===== src/rtl/sync_fifo_prog_if.sv =====
// Handshake and status bundle between a same-clock producer/consumer and sync_fifo_prog.
// master drives write/read requests; slave is the FIFO.
interface sync_fifo_prog_if #(
    parameter int DEPTH      = 16,
    parameter int DATA_WIDTH = 8
);
    localparam int CNT_W = $clog2(DEPTH) + 1;

    logic                  wr_en;
    logic [DATA_WIDTH-1:0] wr_data;
    logic                  rd_en;
    logic [DATA_WIDTH-1:0] rd_data;
    logic                  full;
    logic                  empty;
    logic                  almost_full;
    logic                  almost_empty;
    logic [CNT_W-1:0]      count;
    logic                  overflow;
    logic                  underflow;

    modport master (
        output wr_en, wr_data, rd_en,
        input  rd_data, full, empty, almost_full, almost_empty, count, overflow, underflow
    );

    modport slave (
        input  wr_en, wr_data, rd_en,
        output rd_data, full, empty, almost_full, almost_empty, count, overflow, underflow
    );
endinterface


===== src/rtl/sync_fifo_prog.sv =====
// Single-clock FIFO with occupancy count, programmable almost flags, overflow/underflow
// pulses and a selectable standard or first-word-fall-through read port.
module sync_fifo_prog #(
    parameter int DEPTH      = 16,
    parameter int DATA_WIDTH = 8,
    parameter int AF_THRESH  = DEPTH - 4,
    parameter int AE_THRESH  = 2,
    parameter int FWFT       = 0
) (
    input  logic              clk,
    input  logic              rst,
    sync_fifo_prog_if.slave   bus
);
    localparam int PTR_W = $clog2(DEPTH);
    localparam int CNT_W = PTR_W + 1;
    localparam logic [CNT_W-1:0] DEPTH_C = CNT_W'(DEPTH);
    localparam logic [CNT_W-1:0] AF_C    = CNT_W'(AF_THRESH);
    localparam logic [CNT_W-1:0] AE_C    = CNT_W'(AE_THRESH);

    if ((DEPTH < 2) || ((DEPTH & (DEPTH - 1)) != 0)) begin : g_bad_depth
        $fatal(1, "sync_fifo_prog: DEPTH must be a power of two and >= 2");
    end
    if ((AF_THRESH < 1) || (AF_THRESH > DEPTH)) begin : g_bad_af
        $fatal(1, "sync_fifo_prog: AF_THRESH must be in 1..DEPTH");
    end
    if ((AE_THRESH < 0) || (AE_THRESH > DEPTH - 1)) begin : g_bad_ae
        $fatal(1, "sync_fifo_prog: AE_THRESH must be in 0..DEPTH-1");
    end

    logic [DATA_WIDTH-1:0] mem_q [DEPTH];
    logic [PTR_W-1:0]      wr_ptr_q, wr_ptr_d;
    logic [PTR_W-1:0]      rd_ptr_q, rd_ptr_d;
    logic [CNT_W-1:0]      count_q, count_d;
    logic                  overflow_q, overflow_d;
    logic                  underflow_q, underflow_d;
    logic                  full, empty, wr_acc, rd_acc;

    assign full   = (count_q == DEPTH_C);
    assign empty  = (count_q == '0);
    assign wr_acc = bus.wr_en && !full;
    assign rd_acc = bus.rd_en && !empty;

    always_comb begin
        wr_ptr_d    = wr_ptr_q;
        rd_ptr_d    = rd_ptr_q;
        count_d     = count_q;
        overflow_d  = bus.wr_en && full;
        underflow_d = bus.rd_en && empty;
        if (wr_acc) wr_ptr_d = wr_ptr_q + PTR_W'(1);
        if (rd_acc) rd_ptr_d = rd_ptr_q + PTR_W'(1);
        case ({wr_acc, rd_acc})
            2'b10:   count_d = count_q + CNT_W'(1);
            2'b01:   count_d = count_q - CNT_W'(1);
            default: count_d = count_q;
        endcase
    end

    always_ff @(posedge clk or negedge rst) begin
        if (!rst) begin
            wr_ptr_q    <= '0;
            rd_ptr_q    <= '0;
            count_q     <= '0;
            overflow_q  <= 1'b0;
            underflow_q <= 1'b0;
        end else begin
            wr_ptr_q    <= wr_ptr_d;
            rd_ptr_q    <= rd_ptr_d;
            count_q     <= count_d;
            overflow_q  <= overflow_d;
            underflow_q <= underflow_d;
        end
    end

    // Storage carries no reset so it can map onto plain register-file/RAM cells.
    always_ff @(posedge clk) begin
        if (wr_acc) mem_q[wr_ptr_q] <= bus.wr_data;
    end

    if (FWFT != 0) begin : g_fwft
        // Forced to zero while empty so the port is quiet at reset and after a drain.
        assign bus.rd_data = empty ? '0 : mem_q[rd_ptr_q];
    end else begin : g_std
        logic [DATA_WIDTH-1:0] rd_data_q;
        always_ff @(posedge clk or negedge rst) begin
            if (!rst)        rd_data_q <= '0;
            else if (rd_acc) rd_data_q <= mem_q[rd_ptr_q];
        end
        assign bus.rd_data = rd_data_q;
    end

    assign bus.full         = full;
    assign bus.empty        = empty;
    assign bus.almost_full  = (count_q >= AF_C);
    assign bus.almost_empty = (count_q <= AE_C);
    assign bus.count        = count_q;
    assign bus.overflow     = overflow_q;
    assign bus.underflow    = underflow_q;
endmodule


===== src/flat_wrapper.sv =====
// flat-port wrapper written by rule: the top's interface ports become plain ports
module sync_fifo_prog_flat 
#(
    parameter int DEPTH      = 16,
    parameter int DATA_WIDTH = 8,
    parameter int AF_THRESH  = DEPTH - 4,
    parameter int AE_THRESH  = 2,
    parameter int FWFT       = 0
)
  (clk, rst, bus_wr_en, bus_wr_data, bus_rd_en, bus_rd_data, bus_full, bus_empty, bus_almost_full, bus_almost_empty, bus_count, bus_overflow, bus_underflow);
  sync_fifo_prog_if #(.DEPTH(DEPTH), .DATA_WIDTH(DATA_WIDTH)) bus_i ();
  input  logic clk;
  input  logic rst;
  input wire logic [$bits(bus_i.wr_en)-1:0] bus_wr_en;
  input wire logic [$bits(bus_i.wr_data)-1:0] bus_wr_data;
  input wire logic [$bits(bus_i.rd_en)-1:0] bus_rd_en;
  output wire logic [$bits(bus_i.rd_data)-1:0] bus_rd_data;
  output wire logic [$bits(bus_i.full)-1:0] bus_full;
  output wire logic [$bits(bus_i.empty)-1:0] bus_empty;
  output wire logic [$bits(bus_i.almost_full)-1:0] bus_almost_full;
  output wire logic [$bits(bus_i.almost_empty)-1:0] bus_almost_empty;
  output wire logic [$bits(bus_i.count)-1:0] bus_count;
  output wire logic [$bits(bus_i.overflow)-1:0] bus_overflow;
  output wire logic [$bits(bus_i.underflow)-1:0] bus_underflow;
  assign bus_i.wr_en = bus_wr_en;
  assign bus_i.wr_data = bus_wr_data;
  assign bus_i.rd_en = bus_rd_en;
  assign bus_rd_data = bus_i.rd_data;
  assign bus_full = bus_i.full;
  assign bus_empty = bus_i.empty;
  assign bus_almost_full = bus_i.almost_full;
  assign bus_almost_empty = bus_i.almost_empty;
  assign bus_count = bus_i.count;
  assign bus_overflow = bus_i.overflow;
  assign bus_underflow = bus_i.underflow;
  sync_fifo_prog #(.DEPTH(DEPTH), .DATA_WIDTH(DATA_WIDTH), .AF_THRESH(AF_THRESH), .AE_THRESH(AE_THRESH), .FWFT(FWFT)) u_core (.clk(clk), .rst(rst), .bus(bus_i));
endmodule

===== config.mk =====
export PLATFORM = sky130hd
export DESIGN_NAME = sync_fifo_prog_flat
export DESIGN_NICKNAME = d
export VERILOG_FILES = /design/src/rtl/sync_fifo_prog_if.sv /design/src/rtl/sync_fifo_prog.sv /design/src/flat_wrapper.sv
export SDC_FILE = /design/constraint.sdc
export NUM_CORES = 1
export LEC_CHECK = 0
export CAP_MARGIN = 15
export CORE_AREA = 5 5 117 119
export DETAILED_ROUTE_END_ITERATION = 10
export DIE_AREA = 0 0 122 124
export HOLD_SLACK_MARGIN = 0.06
export PLACE_DENSITY_LB_ADDON = 0.15
export REMOVE_ABC_BUFFERS = 1
export SLEW_MARGIN = 10
export SYNTH_ARGS = -nofsm -noshare
export SYNTH_HDL_FRONTEND = slang
export SYNTH_SLANG_ARGS = --single-unit
export TNS_END_PERCENT = 5

===== constraint.sdc =====
create_clock -name clk -period 2.6 [get_ports clk]
set_clock_uncertainty 0.15 [all_clocks]
set_input_delay 0.78 -clock clk [delete_from_list [all_inputs] [get_ports clk]]
set_output_delay 0.78 -clock clk [all_outputs]
set_load 0.02 [all_outputs]

==> out/metrics.yaml <==
floorplanning:
  core_area_mm2: 0.01247
  die-area_mm2: 0.01513
  chipWidth_um: 122
  placementRows: 41
  dieHeight_um: 124
  num_io_pins: 31
  initial_core_util: 0.4935
clocking:
  htree_levels: 4
  cts_tree: "yes"
  insertion_delay_ns: 0.42
  cts-root-buf: "sky130_fd_sc_hd__clkbuf_16"
  path_clk_slew_ns: 0.06
  clkSinkCount: 151
  clk_path_buf_depth: 2
  total_clock_buffers_created_by_cts: 17
yosys:
  synth_area_leader_cell: "sky130_fd_sc_hd__edfxtp_1"
  syn-cell-area_mm2: 0.006152
  yosysWarnings: 0
  postSynth.asyncResetShare: 0.1523
  post_synth_main_area_contributors: "sky130_fd_sc_hd__edfxtp_1, sky130_fd_sc_hd__mux4_2, sky130_fd_sc_hd__dfrtp_1"
  synth-seq-cells: 151
  yosys.cell_types.count: 39
  synth-edff-count: 128
  postSynthCellCount: 325
  synth_ff_type: "sky130_fd_sc_hd__edfxtp_1"
  mean_instance_size_in_the_synthesized_netlist_um2: 18.93
  yosysTopAreaCellShare: 0.6248
  yosysSeqAreaShare: 0.7183
sta:
  worstMarginPinSlew_ns: 0.5882
  maxSlewHeadroom: 0.6067
  report.final.hold_viol_count: 0
  final_min_period_over_clock_period: 0.9858
  holdWs_ns: 0.3405
  timing_max_transition_violations_final: 0
  unrepaired_setup_endpoints_after_global_routing: "yes"
  timing.fmax_mhz: 390.1
  setup_viol: 0
  period_minus_slack_ns: 2.563
detailed_routing:
  wire_per_inst_um: 20.27
  topRoutingLayerUsed: "met4"
  wl_met3_um: 544
  routed_wl_um: 11960
  wl_met2_um: 6095
  ant_nets: 0
  per_cell_via_count_in_the_routed_design: 5.369
  drt-met1-wl_um: 5160
  drt_iter0_drc: 242
  dr_total_vias: 3168
  post-route-drc-count: 0
  drtPass1Iterations: 4
finish:
  layout-area-overhead-vs-synth_pct: 22.70
  final_net_count: 426
  final_common_cell: "sky130_fd_sc_hd__edfxtp_1"
  finish.utilization: 0.6055
  most_frequent_cells_in_the_layout: "sky130_fd_sc_hd__edfxtp_1, sky130_fd_sc_hd__buf_4, sky130_fd_sc_hd__mux4_2"
  antennaDiodeCount: 0
  finish.cell_count_without_fillers: 590
  final_layout_size_suffix_gt1_frac: 0.3278
placement:
  place_congestion: 0.8052
  dpl.cell_count: 558
  io_buffers: 30
  detailedPlacementHpwl_um: 7849
setup_path:
  crit_slowest_cell: "sky130_fd_sc_hd__clkdlybuf4s50_1"
  critical_path.cell_chain: "clkdlybuf4s50_1 -> inv_1 -> a31oi_2 -> inv_1 -> ha_2 -> xor2_1 -> ha_2 -> o211a_1 -> o31ai_2 -> a31oi_1 -> xor2_1"
  worstPathMaxFanout: 3
  end_kind: "flop"
  cp_slowest_stage_delay_ns: 0.46
  crit_path_start_kind: "input port"
  required_ns: 2.75
  worst-setup-path-type: "in -> reg"
  critical_path_arrival_ns: 2.71
power:
  p_leak_nw: 2.686
  post-layout-total-power_w: 0.008211
  powerDensity_mw_per_mm2: 1088
  peakVddDrop_uv: 868.6
global_route:
  antenna_found_initial: 0
  grt-ovfl-total: 0
  grt_use_total: 0.1762
  grt_pass1_vias: 3404
  grt_start_max_net_pins: 35
  wire_length_of_the_first_global_routing_pass_um: 19080
job:
  cap_viol_max_count: 0
status:
  outcome: "finished, final reports clean"
min_path:
  min_delay_worst_type: "reg -> reg"
[cell usage after synthesis, drive strengths merged (2+ instances only)]
master / count
buf: 12
clkbuf: 7
o31ai: 2
nor2: 17
nand2: 21
xnor2: 6
edfxtp: 128
a31oi: 2
xor2: 4
mux2i: 16
nand4: 2
o221ai: 8
nor3: 5
o21ai: 5
inv: 7
and2: 2
nand2b: 4
mux4: 32
a21oi: 3
ha: 9
dfrtp: 23
[per-stage QoR]
stage | cell area, um2 | setup TNS [ns] | setup slack (ns)
after floorplan | 6042 | -0.9711 | -0.3968
after global placement | 6959 | -2.183 | -0.3898
after detailed placement | 6959 | -3.191 | -0.4920
after CTS | 7513 | -0.03085 | -0.01638
after global routing | 7548 | -0.08448 | -0.04907
final | 7548 | 0 | 0.03680
[cell families after synthesis]
group | synth area share
compound gates | 0.03946
xor+xnor | 0.01424
fa+ha+maj | 0.01830
buf+inv | 0.02217
flops | 0.7183
mux | 0.1450
simple gates | 0.04251
[state kept, by name, summed over array words and instances (netlist names)]
signal / cells
u_core.bus.count: 5
u_core.bus.overflow: 1
u_core.bus.rd_data: 8
u_core.bus.underflow: 1
u_core.mem_q: 128
u_core.rd_ptr_q: 4
u_core.wr_ptr_q: 4
[layout make-up]
| class | instances | area, um2 |
|---|---|---|
| timing repair buffer | 80 | 699.4 |
| clock buffer | 22 | 474.2 |
| multi-input combinational | 148 | 1633 |
| sequential | 151 | 4422 |
| tap | 172 | 215.2 |
| fill | 905 | 4917 |
| inverter | 7 | 26.28 |
| clock inverter | 10 | 78.83 |
[routing by layer]
| layer | GRT usage | up-vias |
|---|---|---|
| met4 | 0.05672 | 0 |
| met5 | 0 | - |
| met3 | 0.05086 | 13 |
| met1 | 0.2296 | 1631 |
| li1 | - | 1444 |
| met2 | 0.2887 | 80 |
[path summary, 6_finish.rpt]
path / from / end / slack [ns] / cells after the start
hold / removal: u_core.bus.rd_data[6] / u_core.bus.rd_data[6] / 0.34 / 2
min in group asynchronous: rst / u_core.bus.count[1] / 0.57 / 2
setup reg to reg: u_core.bus.count[1] / u_core.bus.count[4] / 0.08 / 10
max in group asynchronous: rst / u_core.rd_ptr_q[2] / 1.46 / 2
hold reg to reg: u_core.bus.rd_data[6] / u_core.bus.rd_data[6] / 0.34 / 2
setup / recovery: bus_wr_en / u_core.bus.count[4] / 0.04 / 11
[repair_timing]
action                                  in CTS  in global routing
setup buffers                                0                  0
hold buffers                                 0                  0
pin swaps                                    0                  1
gates resized for setup                     15                  7
endpoints found under the setup margin       6                  6
[critical path: cells and delay by family]
kind                       cells  cell delay (ns)
buffers and inverters          3             0.60
adders and majority gates      2             0.38
AOI/OAI and AO/OA              4             0.67
xor gates and xnor gates       2             0.29
[power breakdown]
part | total (W) | switching, W | internal, W | leakage (nW)
combinational | 0.00272 | 0.00140 | 0.00132 | 0.978
clock | 0.00228 | 0.000906 | 0.00138 | 0.275
sequential | 0.00321 | 0.000201 | 0.00301 | 1.43
Power figures use the tool's default switching activity.
